[src/rtl/bcd_conv_arbiter_pkg.sv]
// Shared definitions for the BCD converter arbiter slice.
// Holds the sequencer state encoding, default widths and timing constants,
// and a helper that sizes requester index fields.
package bcd_conv_arbiter_pkg;

  typedef enum logic [2:0] {
    S_FLUSH = 3'd0,
    S_IDLE  = 3'd1,
    S_LOAD  = 3'd2,
    S_RUN   = 3'd3,
    S_DRAIN = 3'd4
  } state_t;

  localparam int unsigned DEF_BIN_W     = 16;
  localparam int unsigned DEF_BCD_W     = 20;
  localparam int unsigned DEF_TIMEOUT   = 255;
  localparam int unsigned DEF_FLUSH_CYC = 128;

  // Width of an index able to address n requesters (at least one bit).
  function automatic int unsigned idx_width(input int unsigned n);
    return (n > 1) ? $clog2(n) : 1;
  endfunction

endpackage

[src/rtl/bcd_conv_arbiter_rr.sv]
// rr_arbiter: purely combinational round-robin priority rotate.
// Ports:
//   req   - level requests, one bit per requester
//   ptr   - index of the previous winner; search starts at ptr+1
//   grant - one-hot winner, all zero when no request is set
//   valid - high when grant carries a winner
module rr_arbiter
  import bcd_conv_arbiter_pkg::*;
#(
  parameter int unsigned N_REQ = 3,
  parameter int unsigned PTR_W = idx_width(N_REQ)
) (
  input  logic [N_REQ-1:0] req,
  input  logic [PTR_W-1:0] ptr,
  output logic [N_REQ-1:0] grant,
  output logic             valid
);

  // Two ordered passes replace a modulo rotate: first the positions above
  // the pointer, then the wrap-around positions 0..ptr.
  always_comb begin
    grant = '0;
    valid = 1'b0;
    for (int unsigned i = 0; i < N_REQ; i++) begin
      if (!valid && req[i] && (i > 32'(ptr))) begin
        grant[i] = 1'b1;
        valid    = 1'b1;
      end
    end
    for (int unsigned i = 0; i < N_REQ; i++) begin
      if (!valid && req[i] && (i <= 32'(ptr))) begin
        grant[i] = 1'b1;
        valid    = 1'b1;
      end
    end
  end

endmodule

[src/rtl/bcd_conv_arbiter.sv]
// bcd_conv_arbiter: shares one binary-to-BCD converter between N_REQ
// requesters. Picks a requester round-robin, presents its operand, pulses
// the converter start, waits for done, captures the BCD word into that
// requester's result slice with a one-cycle ACK, then waits for the
// converter to fall back to its start state before the next grant.
// Ports:
//   CLK, RST        - clock (rising edge), synchronous active-high reset
//   REQ, BIN_IN     - level requests and flattened operands (slice i <-> REQ[i])
//   ACK, BCD_OUT    - per-requester update pulse and result registers
//   GRANT, BUSY     - one-hot converter owner, sequencer not idle
//   ERR             - sticky timeout flag
//   CONV_A, CONV_INIT, CONV_DONE, CONV_BCD - converter interface
module bcd_conv_arbiter
  import bcd_conv_arbiter_pkg::*;
#(
  parameter int unsigned N_REQ     = 3,
  parameter int unsigned BIN_W     = DEF_BIN_W,
  parameter int unsigned BCD_W     = DEF_BCD_W,
  parameter int unsigned TIMEOUT   = DEF_TIMEOUT,
  parameter int unsigned FLUSH_CYC = DEF_FLUSH_CYC
) (
  input  logic                   CLK,
  input  logic                   RST,
  input  logic [N_REQ-1:0]       REQ,
  input  logic [N_REQ*BIN_W-1:0] BIN_IN,
  output logic [N_REQ-1:0]       ACK,
  output logic [N_REQ*BCD_W-1:0] BCD_OUT,
  output logic [N_REQ-1:0]       GRANT,
  output logic                   BUSY,
  output logic                   ERR,
  output logic [BIN_W-1:0]       CONV_A,
  output logic                   CONV_INIT,
  input  logic                   CONV_DONE,
  input  logic [BCD_W-1:0]       CONV_BCD
);

  localparam int unsigned PTR_W   = idx_width(N_REQ);
  localparam int unsigned CNT_MAX = (TIMEOUT > FLUSH_CYC) ? TIMEOUT : FLUSH_CYC;
  localparam int unsigned CNT_W   = $clog2(CNT_MAX + 1);
  localparam logic [CNT_W-1:0] TO_LAST = CNT_W'(TIMEOUT - 1);
  localparam logic [CNT_W-1:0] FL_LAST = CNT_W'(FLUSH_CYC - 1);

  state_t                   state;
  logic [PTR_W-1:0]         ptr;
  logic [CNT_W-1:0]         cnt;
  logic [N_REQ-1:0]         grant_q;
  logic [N_REQ-1:0]         ack_q;
  logic [N_REQ*BCD_W-1:0]   bcd_q;
  logic [BIN_W-1:0]         conv_a_q;
  logic                     init_q;
  logic                     err_q;

  logic [N_REQ-1:0]         arb_grant;
  logic                     arb_valid;
  logic [PTR_W-1:0]         arb_idx;
  logic [BIN_W-1:0]         arb_operand;

  rr_arbiter #(
    .N_REQ (N_REQ),
    .PTR_W (PTR_W)
  ) u_rr (
    .req   (REQ),
    .ptr   (ptr),
    .grant (arb_grant),
    .valid (arb_valid)
  );

  // Winner index and operand from the one-hot arbiter result.
  always_comb begin
    arb_idx     = '0;
    arb_operand = '0;
    for (int unsigned i = 0; i < N_REQ; i++) begin
      if (arb_grant[i]) begin
        arb_idx     = PTR_W'(i);
        arb_operand = BIN_IN[i*BIN_W +: BIN_W];
      end
    end
  end

  always_ff @(posedge CLK) begin
    if (RST) begin
      state    <= S_FLUSH;
      ptr      <= PTR_W'(N_REQ - 1);
      cnt      <= '0;
      grant_q  <= '0;
      ack_q    <= '0;
      bcd_q    <= '0;
      conv_a_q <= '0;
      init_q   <= 1'b0;
      err_q    <= 1'b0;
    end else begin
      ack_q  <= '0;
      init_q <= 1'b0;
      case (state)
        // The converter has no reset: leave it alone for FLUSH_CYC cycles,
        // then also wait until it is out of its done window.
        S_FLUSH: begin
          if (cnt != FL_LAST) begin
            cnt <= cnt + 1'b1;
          end else if (!CONV_DONE) begin
            state <= S_IDLE;
          end
        end
        S_IDLE: begin
          if (arb_valid) begin
            grant_q  <= arb_grant;
            ptr      <= arb_idx;
            conv_a_q <= arb_operand;
            init_q   <= 1'b1;
            state    <= S_LOAD;
          end
        end
        S_LOAD: begin
          cnt   <= '0;
          state <= S_RUN;
        end
        S_RUN: begin
          if (CONV_DONE) begin
            ack_q <= grant_q;
            for (int unsigned i = 0; i < N_REQ; i++) begin
              if (grant_q[i]) begin
                bcd_q[i*BCD_W +: BCD_W] <= CONV_BCD;
              end
            end
            cnt   <= '0;
            state <= S_DRAIN;
          end else if (cnt == TO_LAST) begin
            err_q <= 1'b1;
            cnt   <= '0;
            state <= S_DRAIN;
          end else begin
            cnt <= cnt + 1'b1;
          end
        end
        S_DRAIN: begin
          if (!CONV_DONE) begin
            grant_q <= '0;
            state   <= S_IDLE;
          end else if (cnt == TO_LAST) begin
            err_q   <= 1'b1;
            grant_q <= '0;
            cnt     <= '0;
            state   <= S_FLUSH;
          end else begin
            cnt <= cnt + 1'b1;
          end
        end
        default: begin
          cnt   <= '0;
          state <= S_FLUSH;
        end
      endcase
    end
  end

  assign ACK       = ack_q;
  assign BCD_OUT   = bcd_q;
  assign GRANT     = grant_q;
  assign BUSY      = (state != S_IDLE);
  assign ERR       = err_q;
  assign CONV_A    = conv_a_q;
  assign CONV_INIT = init_q;

endmodule

[config.mk]
export PLATFORM = sky130hd
export DESIGN_NAME = bcd_conv_arbiter
export DESIGN_NICKNAME = d
export VERILOG_FILES = /design/src/rtl/bcd_conv_arbiter_pkg.sv /design/src/rtl/bcd_conv_arbiter_rr.sv /design/src/rtl/bcd_conv_arbiter.sv
export SDC_FILE = /design/constraint.sdc
export NUM_CORES = 1
export LEC_CHECK = 0
export ABC_AREA = 1
export CORE_MARGIN = 2
export CORE_UTILIZATION = 47
export CTS_BUF_LIST = sky130_fd_sc_hd__clkbuf_16
export DETAILED_ROUTE_END_ITERATION = 8
export PLACE_DENSITY = 0.85
export SYNTH_ARGS = -nofsm -noshare
export SYNTH_HDL_FRONTEND = slang
export SYNTH_SLANG_ARGS = --single-unit
[constraint.sdc]
create_clock -name CLK -period 3.3 [get_ports CLK]
set_input_delay 0.33 -clock CLK [delete_from_list [all_inputs] [get_ports CLK]]
set_output_delay 0.33 -clock CLK [all_outputs]
set_load 0.01 [all_outputs]
== Yosys cells after proc, flatten, opt, wreduce, memory -nomap -nowiden ==
Index checks and enable logic that the tools add are counted.

* Flip-flop bits (word level): 97
* Bits of input ports: 74
* Output and inout port bits: 85
* Logic and storage cells: 94

* Add/subtract/negate cells: 1
* Order comparisons: 4
* Eq/ne operators: 15
* Mux-type cells: 35
* Bitwise gates (word level): 3
* Reduce and logical (&&, ||, !) cells: 25

{| class="wikitable"
|+ Operators by type and width
! kind !! number
|-
| $mux 16 || 3
|-
| $mux 8 || 4
|-
| $pmux 8 s4 || 1
|-
| $mux 3 || 9
|-
| $reduce_and 3->1 || 6
|-
| $pmux 3 s5 || 1
|-
| $mux 1 || 14
|-
| $ne 2x2->1 const B || 6
|-
| $add 8x1->8 const B || 1
|-
| $eq 8x8->1 const B || 1
|-
| $logic_and 1x1->1 || 8
|-
| $ne 8x7->1 const B || 1
|-
| $eq 3x2->1 const B || 2
|-
| $ne 3x3->1 const B || 2
|-
| $pmux 3 s2 || 1
|-
| $reduce_and 5->1 || 1
|-
| $logic_not 1->1 || 4
|-
| $reduce_bool 2->1 || 2
|-
| $eq 3x1->1 const B || 1
|-
| $eq 3x3->1 const B || 1
|-
| $logic_not 3->1 || 1
|-
| $ne 3x1->1 const B || 1
|-
| $not 1->1 || 3
|-
| $reduce_or 3->1 || 1
|-
| 8 further kinds || 8
|}

== Logic depth before layout (Yosys ltp) ==
* Depth after elaboration: 20
* Mapped depth: 12

== Modules after synthesis ==
From an unflattened synthesis, not the netlist that was laid out.

* Cell total of the unflattened synthesis: 551
* Area, all modules: 4,121.5 um^2

{| class="wikitable"
|+ By module, submodules not included
! module !! times used !! cells an instance !! area an instance (um^2)
|-
| bcd_conv_arbiter || 1 || 535 || 4,043.9
|-
| rr_arbiter || 1 || 16 || 77.6
|}

== Worst setup path before layout ==
No wires, ideal clock.

* Path kind: flip-flop to flip-flop
* From: reg cnt[0]
* To: reg cnt[0]
* Setup time: 0.119 ns
* Arrival: 1.221 ns
* Setup slack: 1.960 ns
* Stages on the path, launching flop included: 10
* Period minus slack after synthesis: 1.340 ns
* Path through: dfxtp_1 > inv_1 > ha_1 > inv_1 > nor2_1 > nand2_2 > nand2_1 > nand3_2 > o21ai_2 > nor2_1

* Word-level cells in the longest chain between the ends: 4

{| class="wikitable"
|+ RTL lines
! what !! RTL line !! RTL
|-
| start, declared || bcd_conv_arbiter.sv:45 || <nowiki>logic [CNT_W-1:0] cnt;</nowiki>
|-
| start signal, assigned || bcd_conv_arbiter.sv:99 || <nowiki>cnt <= cnt + 1'b1;</nowiki>
|-
| start signal, assigned || bcd_conv_arbiter.sv:132 || <nowiki>cnt <= cnt + 1'b1;</nowiki>
|-
| start signal, assigned || bcd_conv_arbiter.sv:145 || <nowiki>cnt <= cnt + 1'b1;</nowiki>
|-
| $add 8x1->8 / $eq 8x8->1 (equally long branches) || n/a ||
|-
| $mux 8 || bcd_conv_arbiter.sv:127, bcd_conv_arbiter.sv:139 ||
|-
| $mux 8 (on tied branches) || bcd_conv_arbiter.sv:136, bcd_conv_arbiter.sv:118 ||
|-
| $pmux 8 s4 || bcd_conv_arbiter.sv:94 || <nowiki>case (state)</nowiki>
|}

Parallel ways exist; a longest one is shown, timed or not. The select of a mux whose other input is x is not followed.
A chain may end at the register's enable or synchronous reset.

==> results_dict.tcl <==
set metrics [dict create \
    rsz0062_at_grt "false" \
    syn-num-nets 627 \
    setup_tns_ns 0 \
    rows 33 \
    cts_buffers 9 \
    synth_edf_count 0 \
    critPathArrivalTime_ns 2.22 \
    clock.fmax_mhz 513.0 \
    grt_pass1_wl_mm 18.61 \
    area_growth_pct 46.57 \
    gp_congestion 0.8586 \
    tightest_slew_ns 0.6643 \
    synth_top_area_frac 0.4774 \
    ctsHoldBuffers 0 \
    cts_tree "yes" \
    crit_slowest_cell "clkdlybuf4s50_1" \
    crit_fanout 31 \
    grt_max_degree 32 \
    ys_seq_elements 97 \
    worst_setup_path_start_kind "input port" \
    drc 0 \
    slew_headroom 0.5567 \
    ant_nets 0 \
    synth_cells 551 \
    p_leak_nw 2.332 \
    fin_nets 774 \
    first_iter_violations 173 \
    fp.dieW_um 97.03 \
    antenna_found_initial 0 \
    drive_gt1_frac 0.06401 \
    pre_cts_slack_ns 1.050 \
    end_kind "flip-flop" \
    r2r_slack_ns 1.42 \
    cts.path.max_buffers 2 \
    ir_drop_v 0.0002556 \
    cp.required_ns 3.57 \
    ys_async_sr_fraction 0 \
    skew_ns 0.004577 \
    fin_crit_ns 1.949 \
    cpLargestDelayFamily "buffers and inverters" \
    status "finished clean" \
    port_buffers 158 \
    critical_path_class "input port to flip-flop" \
    wl_per_cell_um 14.30 \
    vias_per_cell 5.150 \
    vias 4161 \
    hold_class "flip-flop to flip-flop" \
    syn_area_per_cell_um2 7.382 \
    cp_slowest_stage_delay_ns 0.71 \
    synth_common_cells "nor2_1, dfxtp_1, nand2_1" \
    ioPinCount 159 \
    ys_seq_area_frac 0.4774 \
    htreeDepth 3 \
    powerDensity_nw_per_um2 392.5 \
    synth_area_um2 4068 \
    crit_buf_inv 3 \
    die_h_um 97.03 \
    overflow 0 \
    yosys_warnings 0 \
    firstDrtPassIters 4 \
    fin_ws_ns 1.351 \
    min_period_over_period 0.5907 \
    synth_flop_cell "dfxtp_1" \
    post_cts_buffers 0 \
    design.core.area_um2 8299 \
    synth_top_area_cell "dfxtp_1" \
    setup_viol 0 \
    crit_chain "clkdlybuf4s50_1 -> inv_2 -> buf_4 -> o21ai_0 -> nor2_1" \
    dp_hpwl_mm 8.440 \
    cts_sinks 97 \
    cts-resized-gates 0 \
    yosysMostFrequentCell "nor2_1" \
    grt_util_all_layers 0.2386 \
    initial_core_util 0.4901 \
    cts.clk_slew.worst_paths_ns 0.07 \
    postRouteWirelength_mm 11.55 \
    drv_slew 0 \
    root_buffer "clkbuf_16" \
    yosysUniqueCellTypes 32 \
    max-cap-violations 0 \
    antenna_cells 0 \
    dieArea_um2 9415 \
    grt_pass1_vias 4001 \
    ys_top_cells_by_area "dfxtp_1, nor2_1, o21ai_0" \
    hold_viol_final 0 \
    insertion_delay_ns 0.34 \
]
[area by class of cell]
cell class / count / area [um^2]
sequential: 97 / 1942
inverter: 29 / 113.9
multi-input combinational: 398 / 1864
tap: 105 / 131.4
fill: 681 / 2337
timing repair buffer: 163 / 1619
clock inverter: 7 / 66.31
clock buffer: 9 / 225.2
[path summary, 6_finish.rpt]
check | start | to | depth (start not counted)
setup / recovery | RST | BCD_OUT[36] | 5
hold / removal | cnt[6] | cnt[6] | 2
setup reg to reg | state[0] | BCD_OUT[36] | 7
hold reg to reg | cnt[6] | cnt[6] | 2
[sequential cells by signal (all words and copies together), names as in the netlist]
signal and count:
GRANT 3, ptr 2, cnt 8, CONV_INIT 1, CONV_A 16, ACK 3
state 3, ERR 1, BCD_OUT 60
[metal layers]
metal / up-vias / GRT usage / routed length, um
met4: 0 / 0.07584 / 194
met5: - / 0 / 0
li1: 2070 / - / -
met2: 149 / 0.4364 / 6027
met1: 1922 / 0.2726 / 4631
met3: 20 / 0.05708 / 701
[power breakdown]
group / internal (mW) / leakage (nW) / switching [mW]
sequential: 1.17 / 0.781 / 0.00365
clock: 0.526 / 0.142 / 0.473
combinational: 0.0970 / 1.41 / 0.0681
[cell families (layout without fill, tap and decap cells)]
logic type | Yosys count | after routing | synth area share
adder cells (fa/ha/maj) | 2 | 2 | 0.006151
XOR/XNOR | 2 | 2 | 0.004307
buffers and inverters | 56 | 208 | 0.06429
AND/OR/NAND/NOR | 282 | 282 | 0.2833
flip-flops | 97 | 97 | 0.4774
AO/OA/AOI/OAI | 112 | 112 | 0.1646
[metrics by stage]
step | total power [mW] | utilization | cells | hold WS, ns | instance area [um^2]
2_1_floorplan | 1.256 | - | 551 | 0.3991 | 4068
3_3_place_gp | 1.363 | 0.6833 | 792 | 0.4424 | 5670
3_5_place_dp | 1.365 | 0.6833 | 792 | 0.4599 | 5670
4_1_cts | 2.349 | 0.7184 | 808 | 0.4719 | 5962
5_1_grt | 2.403 | 0.7184 | 808 | 0.4846 | 5962
6_report | 2.340 | 0.7184 | 808 | 0.4723 | 5962
[worst register-to-register path, cell delays in order (launching register included)]
cell and delay, ns:
dfxtp_1 0.39, nand2_1 0.13, nor2_2 0.19, nand3_1 0.12, buf_4 0.22, inv_1 0.49
nor2_1 0.13, nor2_1 0.15
[cell usage in the layout (no fill, tap or decap), drive strengths merged, types with 4 or more instances in the layout]
cell type and instances:
a22oi 16, buf 5, o21ai 64, o21a 16, clkdlybuf4s50 158, nand3 13, dfxtp 97, a21oi 12
clkinv 7, nand2 86, inv 29, clkbuf 9, nor2 177, nand4 4
Note: power is estimated with default switching activity, not from simulation.
